<file path="config.mk">
export PLATFORM = sky130hd
export DESIGN_NAME = vc_input_buffer
export DESIGN_NICKNAME = d
export VERILOG_FILES = /design/src/rtl/vc_input_buffer_pkg.sv /design/src/rtl/vc_fifo.sv /design/src/rtl/vc_input_buffer.sv
export SDC_FILE = /design/constraint.sdc
export NUM_CORES = 1
export LEC_CHECK = 0
export ABC_CLOCK_PERIOD_IN_PS = 14220
export CORE_MARGIN = 2
export CORE_UTILIZATION = 65
export DETAILED_ROUTE_END_ITERATION = 8
export PLACE_DENSITY = 0.84
export SLEW_MARGIN = 20
export SYNTH_ARGS = -nofsm -noshare
export SYNTH_HDL_FRONTEND = slang
export SYNTH_SLANG_ARGS = --single-unit
</file>
<file path="constraint.sdc">
create_clock -name clk -period 14.22 [get_ports clk]
set_input_delay 2.844 -clock clk [delete_from_list [all_inputs] [get_ports clk]]
set_output_delay 2.844 -clock clk [all_outputs]
set_load 0.01 [all_outputs]
</file>
<file path="src/rtl/vc_input_buffer_pkg.sv">
// Shared flit format and link widths for the router input stage.
// Flit type lives in the top bits of each flit; the rest is payload.
package vc_input_buffer_pkg;

  localparam int DATA_WIDTH    = 32;
  localparam int VCH_WIDTH     = 4;
  localparam int VCH_WIDTH_NUM = 2;
  localparam int TYPE_MSB      = 31;
  localparam int TYPE_LSB      = 29;
  localparam int PACKET_LEN    = 4;

  typedef enum logic [TYPE_MSB-TYPE_LSB:0] {
    TYPE_NONE     = 3'd0,
    TYPE_HEAD     = 3'd1,
    TYPE_BODY     = 3'd2,
    TYPE_TAIL     = 3'd3,
    TYPE_HEADTAIL = 3'd4
  } flit_type_e;

  function automatic flit_type_e flit_type(input logic [DATA_WIDTH-1:0] flit);
    return flit_type_e'(flit[TYPE_MSB:TYPE_LSB]);
  endfunction

endpackage

</file>
<file path="src/rtl/vc_fifo.sv">
// Circular flit buffer for one virtual channel, DEPTH entries deep.
// A push into a full buffer is dropped unless a pop frees the slot in the same cycle.
module vc_fifo
  import vc_input_buffer_pkg::*;
#(
  parameter int DEPTH = 5,
  parameter int CNT_W = $clog2(DEPTH + 1)
) (
  input  logic                  clk,
  input  logic                  reset,
  input  logic                  i_push,
  input  logic                  i_pop,
  input  logic [DATA_WIDTH-1:0] i_data,
  output logic [DATA_WIDTH-1:0] o_head,
  output logic [CNT_W-1:0]      o_count,
  output logic                  o_empty,
  output logic                  o_full
);

  localparam int PTR_W = (DEPTH > 1) ? $clog2(DEPTH) : 1;

  logic [DATA_WIDTH-1:0] r_mem [DEPTH];
  logic [PTR_W-1:0]      r_wr_ptr;
  logic [PTR_W-1:0]      r_rd_ptr;
  logic [CNT_W-1:0]      r_count;
  logic                  w_wr_en;
  logic                  w_rd_en;

  // Pointers wrap at DEPTH-1, which need not be a power of two.
  function automatic logic [PTR_W-1:0] ptr_inc(input logic [PTR_W-1:0] ptr);
    return (ptr == PTR_W'(DEPTH - 1)) ? '0 : ptr + PTR_W'(1);
  endfunction

  assign w_rd_en = i_pop && !o_empty;
  assign w_wr_en = i_push && (!o_full || w_rd_en);

  always_ff @(posedge clk) begin
    if (!reset) begin
      r_wr_ptr <= '0;
      r_rd_ptr <= '0;
      r_count  <= '0;
    end else begin
      if (w_wr_en) r_wr_ptr <= ptr_inc(r_wr_ptr);
      if (w_rd_en) r_rd_ptr <= ptr_inc(r_rd_ptr);
      if (w_wr_en && !w_rd_en)      r_count <= r_count + CNT_W'(1);
      else if (!w_wr_en && w_rd_en) r_count <= r_count - CNT_W'(1);
    end
  end

  always_ff @(posedge clk) begin
    if (w_wr_en) r_mem[r_wr_ptr] <= i_data;
  end

  assign o_head  = r_mem[r_rd_ptr];
  assign o_count = r_count;
  assign o_empty = (r_count == '0);
  assign o_full  = (r_count == CNT_W'(DEPTH));

endmodule

</file>
<file path="src/rtl/vc_input_buffer.sv">
// Router input stage: four per-VC FIFOs, round-robin head select, credit and packet-lock return.
// Define VCBUF_OVF_CHECK_EN to build the sticky overflow flag on oerr.
module vc_input_buffer
  import vc_input_buffer_pkg::*;
#(
  parameter int ROUTERID = 0,
  parameter int PORTID   = 0,
  parameter int DEPTH    = 5
) (
  input  logic                     clk,
  input  logic                     reset,
  input  logic [DATA_WIDTH-1:0]    idata,
  input  logic                     ivalid,
  input  logic [VCH_WIDTH_NUM-1:0] ivch,
  input  logic                     istall,
  output logic [DATA_WIDTH-1:0]    odata,
  output logic                     ovalid,
  output logic [VCH_WIDTH_NUM-1:0] ovch,
  output logic [VCH_WIDTH-1:0]     oack,
  output logic [VCH_WIDTH-1:0]     olck,
  output logic                     oerr
);

  localparam int CNT_W = $clog2(DEPTH + 1);

  if (ROUTERID < 0 || PORTID < 0 || DEPTH < 2) begin : g_param_chk
    $error("vc_input_buffer: ROUTERID/PORTID must be >= 0 and DEPTH >= 2");
  end

  logic [DATA_WIDTH-1:0]    w_head [VCH_WIDTH];
  logic [CNT_W-1:0]         w_count [VCH_WIDTH];
  logic [VCH_WIDTH-1:0]     w_empty;
  logic [VCH_WIDTH-1:0]     w_full;
  logic [VCH_WIDTH-1:0]     w_push;
  logic [VCH_WIDTH-1:0]     w_pop;
  logic [VCH_WIDTH-1:0]     w_accept;
  logic [VCH_WIDTH-1:0]     w_head_in;
  logic [VCH_WIDTH-1:0]     w_tail_out;
  logic [VCH_WIDTH-1:0]     w_nonzero;
  logic [VCH_WIDTH_NUM-1:0] w_sel;
  logic [VCH_WIDTH_NUM-1:0] w_idx;
  logic                     w_found;
  logic                     w_any;
  logic                     w_deq;

  logic [VCH_WIDTH_NUM-1:0] r_rr;
  logic [VCH_WIDTH-1:0]     r_ack;
  logic [VCH_WIDTH-1:0]     r_lck;

  for (genvar v = 0; v < VCH_WIDTH; v++) begin : g_vc
    assign w_push[v]     = ivalid && (ivch == VCH_WIDTH_NUM'(v));
    assign w_pop[v]      = w_deq && (w_sel == VCH_WIDTH_NUM'(v));
    assign w_accept[v]   = w_push[v] && (!w_full[v] || w_pop[v]);
    assign w_head_in[v]  = w_accept[v] && (flit_type(idata) == TYPE_HEAD);
    assign w_tail_out[v] = w_pop[v] && (flit_type(odata) == TYPE_TAIL);
    assign w_nonzero[v]  = (w_count[v] != '0);

    vc_fifo #(
      .DEPTH (DEPTH),
      .CNT_W (CNT_W)
    ) u_fifo (
      .clk     (clk),
      .reset   (reset),
      .i_push  (w_push[v]),
      .i_pop   (w_pop[v]),
      .i_data  (idata),
      .o_head  (w_head[v]),
      .o_count (w_count[v]),
      .o_empty (w_empty[v]),
      .o_full  (w_full[v])
    );
  end

  // First non-empty VC at or after the round-robin pointer owns the output.
  always_comb begin
    w_found = 1'b0;
    w_sel   = r_rr;
    w_idx   = r_rr;
    for (int i = 0; i < VCH_WIDTH; i++) begin
      w_idx = r_rr + VCH_WIDTH_NUM'(i);
      if (!w_found && !w_empty[w_idx]) begin
        w_found = 1'b1;
        w_sel   = w_idx;
      end
    end
  end

  assign w_any  = |w_nonzero;
  assign w_deq  = w_any && !istall;
  assign ovalid = w_any;
  assign odata  = w_any ? w_head[w_sel] : '0;
  assign ovch   = w_any ? w_sel : '0;
  assign oack   = r_ack;
  assign olck   = r_lck;

  always_ff @(posedge clk) begin
    if (!reset) begin
      r_rr  <= '0;
      r_ack <= '0;
      r_lck <= '0;
    end else begin
      r_ack <= w_pop;
      if (w_deq) r_rr <= w_sel + VCH_WIDTH_NUM'(1);
      // A new head on the same VC outranks the tail leaving it.
      for (int v = 0; v < VCH_WIDTH; v++) begin
        if (w_head_in[v])       r_lck[v] <= 1'b1;
        else if (w_tail_out[v]) r_lck[v] <= 1'b0;
      end
    end
  end

`ifdef VCBUF_OVF_CHECK_EN
  logic r_err;
  logic w_drop;

  assign w_drop = |(w_push & ~w_accept);

  always_ff @(posedge clk) begin
    if (!reset)      r_err <= 1'b0;
    else if (w_drop) r_err <= 1'b1;
  end

  assign oerr = r_err;
`else
  assign oerr = 1'b0;
`endif

endmodule
</file>
==> flow_summary.yaml <==
run_status:
  outcome: "finished, final reports clean"
place:
  dpl.hpwl_mm: 33.37
  portBuffers: 80
  place_ws_ns: 7.981
  gp_congestion: 0.7827
global_routing:
  grt_pass1_wl_mm: 98.81
  grt_max_degree: 65
  grt_pass1_vias: 15500
  antenna_found_initial: 2
  track_usage_pct: 31.06
  gr-total-overflow: 0
sta:
  skew_ns: 0.02424
  hold_viol_final: 0
  slew_violations: 0
  slew_headroom_pct: 20.36
  fin_crit_ns: 6.986
  fin_crit_sh_pct: 49.13
  finalSetupTns_ns: 0
  rsz0062_at_grt: "no"
  fmax_mhz: 143.1
  finalSetupViolCount: 0
  tightest_slew_ns: 1.195
  worst_slack_ns: 7.234
detailed_routing:
  via_count: 15030
  drtPass1Iterations: 7
  drt-total-wl_mm: 66.77
  wl_per_cell_um: 30.56
  drc: 0
  dr.first_iter.drc_count: 1916
  top_layer_used: "met5"
  vias_per_cell: 6.880
  ant_nets: 0
  dr_wl_met2_mm: 33.77
  wl_met3_mm: 6.335
  m1WireLength_mm: 24.08
synthesis:
  synth_cell_types: 57
  syn_inst: 1492
  synth.area.mux_share_pct: 13.13
  async_reset_ff_share_pct: 0
  yosys.area_share.simple_pct: 4.748
  yosysSeqAreaShare_pct: 73.45
  synthAdderAreaFrac_pct: 1.190
  synthesis.area_mm2: 0.02775
  synth_top_area_share_pct: 69.26
  synth_edf_count: 640
  synth.most_common_cell: "edfxtp_1"
  syn_nets: 1554
  avgSynthCellArea_um2: 18.60
  synth-compound-area-share_pct: 5.429
  netlist_top_cells_count: "edfxtp_1, mux4_2, a211oi_1"
  synth_flop_cell: "edfxtp_1"
  synth.area.top_cells: "edfxtp_1, mux4_2, dfxtp_1, mux2i_1, a211oi_1"
  synth_area_leader_cell: "edfxtp_1"
  synth_top_family_by_area: "multiplexers"
  synth_seq_cells: 698
  synth_xor_area_share_pct: 0.2525
  yosys_warnings: 0
clock_tree:
  cts_made_buffers: 68
  ctsHoldBuffers: 0
  tritoncts: "built"
  clk_latency_ns: 0.60
  ctsLongestPathBuffers: 3
  cts_resized: 0
  clk_pin_slew_ns: 0.06
  cts_sinks: 698
  cts_setup_buffers: 0
  root_buffer: "clkbuf_16"
  cts_max_level: 3
power_and_ir_drop:
  clockPowerShare_pct: 30.1
  p_leak_nw: 9.702
  internal-power_w: 0.004034
  power.density_mw_per_mm2: 185.8
  power_frac_seq_pct: 40.0
  switchingPower_w: 0.001805
  peakVddDrop_uv: 154.1
  sw_frac_of_total_pct: 30.91
  combPwrFrac_pct: 29.9
layout:
  seqCellArea_mm2: 0.02040
  layout-drive-gt1-share_pct: 18.72
  fillerInstances: 2254
  area_growth_pct: 13.27
  fin_nets: 1656
  multi_input_area_mm2: 0.007010
floorplanning:
  fp-row-count: 75
  start_util_pct: 66.00
  die_h_um: 210.6
  coreArea_mm2: 0.04204
  die_width_um: 210.6
  die_area_mm2: 0.04436
  ioPinCount: 82
worst_setup_path:
  crit_arrival_ns: 4.14
  critical_path_class: "register to primary output"
  start_kind: "register"
  worstPathRequired_ns: 11.38
  crit_path_end_kind: "primary output"
  crit_path_max_fanout: 64
flow_run:
  maxCapViolCount: 0
hold_path:
  hp-class: "register to register"
-- kinds of logic after synthesis --
group	after synthesis
AO/OA/AOI/OAI	219
XOR/XNOR	8
adder cells (fa/ha/maj)	24
buffers and inverters	115
flip-flops	698
multiplexers	204
other	1
AND/OR/NAND/NOR	223
-- metal layers --
layer | vias up | track usage, %
met5 | - | 0
met2 | 965 | 51.62
met3 | 171 | 5.784
met4 | 2 | 13.77
met1 | 7683 | 40.82
li1 | 6211 | -
-- area by class of cell --
| cell class | instances | area share, % |
|---|---|---|
| inverters | 30 | 0.3583 |
| clock buffers | 94 | 5.956 |
| diodes | 1 | 0.007962 |
| flip-flops and latches | 698 | 64.91 |
| multi-input cells | 679 | 22.31 |
| repair buffers | 117 | 3.432 |
| well taps | 539 | 2.146 |
| clock inverters | 27 | 0.8878 |
-- sequential cells by signal (all words and copies together) (netlist names), named ones only --
name	cells
g_vc.u_fifo.o_count	12
g_vc.u_fifo.r_mem	640
g_vc.u_fifo.r_rd_ptr	12
g_vc.u_fifo.r_wr_ptr	12
oack	4
olck	4
r_rr	2
-- through the flow --
stage	utilization [%]	total power, W	area (um^2)	hold slack, ns	std cells
2_1_floorplan	-	0.003385	27750	0.4684	1492
3_3_place_gp	69.61	0.004005	29260	0.4763	2063
3_5_place_dp	69.61	0.004059	29260	0.4997	2063
4_1_cts	74.73	0.005835	31420	0.5241	2184
5_1_grt	74.76	0.006030	31430	0.5625	2185
6_report	74.76	0.005838	31430	0.5118	2185
-- path summary, 6_finish.rpt --
kind                                                               from                                endpoint  slack, ns  cells past startpoint
worst max-delay path             g_vc[2].u_fifo.o_count[0]$_SDFFE_PN0P_                               odata[24]       7.23                      9
worst min-delay path            g_vc[0].u_fifo.r_rd_ptr[2]$_SDFFE_PN0N_                                register       0.51                      2
worst max register to register   g_vc[3].u_fifo.o_count[0]$_SDFFE_PN0P_  g_vc[1].u_fifo.o_count[2]$_SDFFE_PN0P_       9.84                     14
worst min register to register  g_vc[0].u_fifo.r_rd_ptr[2]$_SDFFE_PN0N_                                register       0.51                      2
-- worst max-delay path, stage by stage, from the launching register on --
cell and delay [ns]:
dfxtp_1 0.38, nor3_4 0.35, o221ai_1 0.29, a21oi_4 0.42
buf_4 0.73, a211oi_1 0.13, a211oi_1 0.36, a21oi_1 0.08
nor2_1 0.16, clkdlybuf4s50_1 0.58
-- power by group through the flow --
stage / Sequential (W) / Clock, W / Combinational [W]
4_1_cts: 0.00233 / 0.00177 / 0.00174
2_1_floorplan: 0.00235 / 0 / 0.00103
3_3_place_gp: 0.00237 / 0 / 0.00164
5_1_grt: 0.00234 / 0.00184 / 0.00185
6_report: 0.00233 / 0.00176 / 0.00175
3_5_place_dp: 0.00237 / 0 / 0.00169
-- layout by cell type, fill, tap and decap left out, drive strengths merged, types with 3 or more instances in the layout --
cell	count
clkinv	18
a21boi	14
nor2b	73
nand2	26
nand3b	12
xor2	4
edfxtp	640
nand3	10
nor4b	4
a211o	3
clkdlybuf4s50	80
dfxtp	58
o221a	3
nor4	19
a21oi	64
ha	20
and2	9
nor2	53
mux2i	76
xnor2	4
inv	34
buf	37
mux4	128
o21ai	22
or3	6
bufinv	5
nor3	5
o221ai	3
clkbuf	94
fa	4
a211oi	97
o211ai	5
Power figures use the tool's default switching activity.
